File: config.mk
export PLATFORM = sky130hd
export DESIGN_NAME = conv_operand_loader
export DESIGN_NICKNAME = d
export VERILOG_FILES = /design/src/rtl/conv_operand_loader.sv
export SDC_FILE = /design/constraint.sdc
export NUM_CORES = 1
export LEC_CHECK = 0
export ABC_AREA = 0
export CORE_MARGIN = 5
export CORE_UTILIZATION = 49
export DETAILED_ROUTE_END_ITERATION = 10
export PLACE_DENSITY_LB_ADDON = 0.2
export SLEW_MARGIN = 40
export SYNTH_ARGS = -nofsm -noshare
export SYNTH_HDL_FRONTEND = slang
export SYNTH_SLANG_ARGS = --single-unit
File: constraint.sdc
create_clock -name clk_in -period 9.93 [get_ports clk_in]
set_input_delay 1.986 -clock clk_in [delete_from_list [all_inputs] [get_ports clk_in]]
set_output_delay 1.986 -clock clk_in [all_outputs]
set_load 0.02 [all_outputs]
File: src/rtl/conv_operand_loader.sv
// Byte-stream front end for the single-PE 3x3 convolution engine: deserializes 25 operand
// bytes, runs the engine for a fixed window, then holds the result until acknowledged.
module conv_operand_loader #(
    parameter int ENGINE_CYCLES = 64
) (
    input  logic       clk_in,
    input  logic       rst,
    input  logic       in_valid,
    input  logic [7:0] in_data,
    output logic       in_ready,
    input  logic       ack,
    output logic [7:0] i00, output logic [7:0] i01, output logic [7:0] i02, output logic [7:0] i03,
    output logic [7:0] i10, output logic [7:0] i11, output logic [7:0] i12, output logic [7:0] i13,
    output logic [7:0] i20, output logic [7:0] i21, output logic [7:0] i22, output logic [7:0] i23,
    output logic [7:0] i30, output logic [7:0] i31, output logic [7:0] i32, output logic [7:0] i33,
    output logic [7:0] f00, output logic [7:0] f01, output logic [7:0] f02,
    output logic [7:0] f10, output logic [7:0] f11, output logic [7:0] f12,
    output logic [7:0] f20, output logic [7:0] f21, output logic [7:0] f22,
    output logic       eng_rst,
    output logic       busy,
    output logic       done,
    output logic [4:0] load_idx
);

    localparam logic [7:0] RUN_LAST = 8'(ENGINE_CYCLES - 1);
    localparam logic [4:0] LAST_IDX = 5'd24;

    typedef enum logic [1:0] {S_LOAD, S_RUN, S_DONE} state_t;

    state_t     state, state_nxt;
    logic       beat;
    logic [7:0] run_cnt;
    logic [7:0] ops [25];

    assign beat = in_valid && (state == S_LOAD);

    always_ff @(posedge clk_in or posedge rst) begin
        if (rst) state <= S_LOAD;
        else     state <= state_nxt;
    end

    always_comb begin
        state_nxt = state;
        case (state)
            S_LOAD:  if (beat && load_idx == LAST_IDX) state_nxt = S_RUN;
            S_RUN:   if (run_cnt == RUN_LAST)          state_nxt = S_DONE;
            S_DONE:  if (ack)                          state_nxt = S_LOAD;
            default: state_nxt = S_LOAD;
        endcase
    end

    // Write pointer and run-window counter; the counter restarts whenever a load is in progress.
    always_ff @(posedge clk_in or posedge rst) begin
        if (rst) begin
            load_idx <= '0;
            run_cnt  <= '0;
        end else begin
            if (beat) load_idx <= (load_idx == LAST_IDX) ? 5'd0 : load_idx + 5'd1;
            if (state == S_RUN) run_cnt <= run_cnt + 8'd1;
            else                run_cnt <= '0;
        end
    end

    // Operands only move on a beat that addresses them, so old values survive DONE->LOAD.
    always_ff @(posedge clk_in or posedge rst) begin
        if (rst) begin
            for (int k = 0; k < 25; k++) ops[k] <= '0;
        end else if (beat) begin
            ops[load_idx] <= in_data;
        end
    end

    assign in_ready = (state == S_LOAD);
    assign eng_rst  = (state == S_LOAD);
    assign busy     = (state == S_RUN);
    assign done     = (state == S_DONE);

    assign i00 = ops[0];  assign i01 = ops[1];  assign i02 = ops[2];  assign i03 = ops[3];
    assign i10 = ops[4];  assign i11 = ops[5];  assign i12 = ops[6];  assign i13 = ops[7];
    assign i20 = ops[8];  assign i21 = ops[9];  assign i22 = ops[10]; assign i23 = ops[11];
    assign i30 = ops[12]; assign i31 = ops[13]; assign i32 = ops[14]; assign i33 = ops[15];
    assign f00 = ops[16]; assign f01 = ops[17]; assign f02 = ops[18];
    assign f10 = ops[19]; assign f11 = ops[20]; assign f12 = ops[21];
    assign f20 = ops[22]; assign f21 = ops[23]; assign f22 = ops[24];

endmodule

## After elaboration in Yosys (flattened, before gate mapping)

Index checks and enable logic that the tools add are counted.

- $add $sub $neg: 2
- Multiply operators: 0
- Div/mod/pow operators: 0
- Magnitude comparators: 2
- Eq/ne operators: 7
- Shifts and indexed selects: 0
- Multiplexer cells: 9
- Bitwise gates (word level): 1
- Reductions and logical operators: 5

Operator list:

| operator | number |
|---|---|
| 200-bit bitwise mux | 1 |
| 8-bit demux with 5-bit select | 1 |
| 8-bit 2-to-1 mux | 2 |
| 8-bit by 1-bit adder with 8-bit output, second input constant | 1 |
| 8-bit by 6-bit == test with 1-bit output, second input constant | 1 |
| 6-bit greater-or-equal comparator, second input constant | 1 |
| 6-bit by 1-bit less-than comparator with 1-bit output, second input constant | 1 |
| 2-bit 2-to-1 mux | 3 |
| 5-bit inverter with 6-bit output | 1 |
| 2-bit one-hot mux with 3 select lines | 1 |
| 5-bit by 1-bit adder with 5-bit output, second input constant | 1 |
| 5-bit == test, second input constant | 1 |
| 5-bit 2-to-1 mux | 1 |
| 2-bit by 1-bit inequality test with 1-bit output, second input constant | 2 |
| 1-bit logical AND | 3 |
| 3-bit AND reduction | 1 |
| 2-bit by 1-bit == test with 1-bit output, second input constant | 1 |
| 2-bit == test, second input constant | 1 |
| 2-bit zero test | 1 |
| 2-bit inequality test, second input constant | 1 |

- Bits in registers: 215
- Bits in latches: 0
- Memory bits (writable): 0
- Memory bits (read-only): 0
- Input bits: 12
- Logic and storage cells: 54
- Memories kept: 0

## Longest topological paths before layout

- Word-level depth: 6
- Gate-level depth with buffers: 6
- Depth with buffers taken out: 5

## Least setup slack after synthesis

Ideal clock, no wire load.

- Path type: register -> output
- From: register state[1]
- To: output busy
- Arrival: 1125 ps
- Required time: 7944 ps
- Setup slack: 6819 ps
- Stages on the path, launching flop included: 5
- Path buffers: 2
- Cells stage by stage: dfrtp_1 -> clkbuf_1 -> nand2b_1 -> clkbuf_1 -> inv_1

- Word-level cells in the longest chain between the ends: 1

Ends and longest elaborated chain:

| item | line | text |
|---|---|---|
| start: declaration | 30 | `state_t state, state_nxt;` |
| start signal: assignment | 39 | `else state <= state_nxt;` |
| 2-bit by 1-bit == test with 1-bit output | 75 | `assign busy = (state == S_RUN);` |
| end: declaration | 20 | `output logic busy,` |

No other way between the ends.

## Worst setup path in the final report

- From: register state[0]
- To: output busy

The elaborated chain is that of the path after synthesis.

==> flow_metrics.tcl <==
set metrics [dict create \
    status "completed" \
    cts_tree "yes" \
    worst_setup_path_start_kind "register" \
    cp_data_arrival_time_ns 2.25 \
    initial_core_util_pct 50.3 \
    grt_pass1_vias 5827 \
    multiInputGateArea_sq_mm 0.00291 \
    place_ws_ns 5.71 \
    max_stage_delay_ns 0.64 \
    holdBufCountCts 0 \
    die_h_microns 141 \
    gp_congestion 0.822 \
    clk_pin_slew_ns 0.07 \
    firstDrtPassIters 4 \
    crit_start "state[0]" \
    core-area_sq_mm 0.0167 \
    antenna_found_initial 0 \
    period_needed_ns 4.24 \
    slew_viol_final 0 \
    track_usage_pct 22.9 \
    crit_fanout 13 \
    skew_ns 0.0117 \
    yosysTopAreaCell "dfrtp_1" \
    numCtsBuffers 22 \
    required_ns 7.94 \
    maxCapViolations 0 \
    yosysWarnings 0 \
    ys_ff_latch 215 \
    synth_edf_count 0 \
    io_pins 221 \
    avgSynthCellArea_sq_um 15.6 \
    min_from "run_cnt[0]" \
    cts_post_setup_buffers_inserted 0 \
    numClockSinks 215 \
    rrSetupSlack_ns 7.68 \
    drive_above_1_share_pct 33.8 \
    die_area_sq_mm 0.0199 \
    hold_violations 0 \
    max_slew_margin_pct 49.7 \
    setup_tns_ns 0 \
    num_vias 5390 \
    first_iter_violations 223 \
    fillers 1176 \
    holdWs_ns 0.502 \
    dp_cells 955 \
    synth_cells 538 \
    clk_latency_ns 0.50 \
    rsz0062_at_grt "no" \
    ys.flop_type "dfrtp_1" \
    reg2reg_to "i22[5]" \
    vdd_drop_max_uv 126 \
    yosysUniqueCellTypes 38 \
    grt_remaining_overflow 0 \
    yosysSeqAreaShare_pct 64.0 \
    cts-root-buf "clkbuf_16" \
    clockBufferDepth 3 \
    power.density_mw_per_mm2 153 \
    port-buffer-count 220 \
    setup_slack_ns 5.69 \
    setup_violations 0 \
    fin_cells 995 \
    worst_slew_pin_slew_ns 0.743 \
    p_leak_nw 5.49 \
    synthTopCellsByArea "dfrtp_1 64%, mux2_2 25%, mux2_1 2.3%, nand2_2 1.2%, clkbuf_1 0.85%" \
    final_core_util_pct 69.2 \
    mappedNetlistNets 555 \
    synthArstFlopShare_pct 100 \
    areaGrowthSynthToFinish_pct 37.6 \
    routedWlPerCell_microns 22.6 \
    period_share_pct 42.7 \
    htree_levels 1 \
    grt_max_degree 146 \
    slowest_stage "clkdlybuf4s50_1" \
    die_x_microns 141 \
    endpoint "busy" \
    cts_resized 0 \
    synth_top_area_share_pct 64.0 \
    max_freq_mhz 236 \
    ant_nets 0 \
    path_buf_inv 2 \
    cp_num_cells 3 \
    grt_pass1_wl_mm 35.7 \
    crit_chain "nand2b_1, inv_1, clkdlybuf4s50_1" \
    r2r_start "load_idx[0]" \
    wl_mm 22.5 \
    critPathKind "register to output port" \
    place_hpwl_mm 15.7 \
    reg2regPathDepth 5 \
    drcViolationCount 0 \
    num_rows 47 \
    netlist_area_sq_mm 0.00840 \
    hold_path_class "register to register" \
    crit_family "buffers and inverters" \
    register_area_sq_mm 0.00538 \
    critPathCaptureType "output port" \
    fin_nets 776 \
    viasPerCell 5.42 \
    diodes 0 \
]
==> synth_stat cells, types with 2 or more instances <==
cell,number
nor4bb_1,4
nor3b_2,3
clkbuf_1,19
dfrtp_1,215
buf_2,4
nor2_2,8
nand2_1,6
inv_1,6
nand4bb_1,4
nor2_1,5
mux2_2,183
xnor2_1,2
nand3_1,5
clkbuf_2,3
a21oi_1,3
o21ai_0,8
or3_1,3
mux2_1,17
ha_1,5
nand3b_1,2
nand2_2,16
==> metrics by stage <==
| step | cell area, sq um | total power, mW |
|---|---|---|
| after detailed placement | 10800 | 0.947 |
| after CTS | 11600 | 1.78 |
| after floorplan | 8400 | 0.922 |
| final | 11600 | 1.77 |
| after global placement | 10800 | 0.945 |
| after global routing | 11600 | 1.83 |
==> cells in the final DEF (no fill, tap or decap), types with 2 or more instances in the layout <==
| master | n |
|---|---|
| or3_1 | 3 |
| mux2_2 | 183 |
| buf_4 | 3 |
| buf_2 | 6 |
| clkdlybuf4s50_1 | 214 |
| nor2_2 | 8 |
| clkbuf_8 | 4 |
| mux2_1 | 17 |
| nand2_1 | 6 |
| clkbuf_16 | 23 |
| o21ai_0 | 8 |
| clkinv_2 | 5 |
| nor3b_2 | 3 |
| nand3b_1 | 2 |
| bufinv_16 | 2 |
| xnor2_1 | 2 |
| ha_1 | 5 |
| inv_1 | 5 |
| nand4bb_1 | 4 |
| a21oi_1 | 3 |
| nor2_1 | 5 |
| nand2_2 | 16 |
| clkbuf_1 | 5 |
| nor4bb_2 | 4 |
| nand3_1 | 5 |
| dfrtp_1 | 215 |
==> where the power goes <==
part	total (mW)	leakage [nW]	switching, mW	internal, mW
Sequential	0.880	2.97	0.00174	0.878
Combinational	0.0492	2.16	0.0380	0.0112
Clock	0.840	0.366	0.334	0.506
Total	1.77	5.49	0.374	1.40
==> kinds of logic (layout without fill, tap and decap cells) <==
| kind of cell | count (synthesis) | count (layout) | share of synthesized area, % |
|---|---|---|---|
| XOR/XNOR | 3 | 3 | 0.313 |
| multiplexers | 200 | 200 | 26.8 |
| flip-flops | 215 | 215 | 64.0 |
| adder cells (fa/ha/maj) | 5 | 5 | 0.745 |
| AO/OA/AOI/OAI | 16 | 16 | 1.12 |
| buffers and inverters | 33 | 270 | 1.62 |
| AND/OR/NAND/NOR | 66 | 66 | 5.36 |
==> layout make-up <==
cell class                 count  area share (%)
clock buffer                  32            5.62
clock inverter                 8           0.801
inverter                       6           0.303
multi-input combinational    290            25.2
sequential                   215            46.6
tap                          220            2.38
timing repair buffer         224            19.2
==> routing by layer <==
layer,up-vias,GRT usage (%),wire length (microns)
li1,2352,-,-
met1,2823,30.7,9430
met2,189,39.5,11500
met3,26,4.30,1260
met4,0,4.39,299
met5,-,0,0
==> worst min path at each step <==
stage | end | slack (ns) | depth (start not counted)
6_report | run_cnt[0] | 0.50 | 1
4_1_cts | f20[7] | 0.50 | 1
5_1_grt | i21[3] | 0.51 | 1
2_1_floorplan | run_cnt[0] | 0.46 | 1
3_3_place_gp | run_cnt[0] | 0.47 | 1
3_5_place_dp | f20[7] | 0.48 | 1
(Power assumes the default switching activity.)
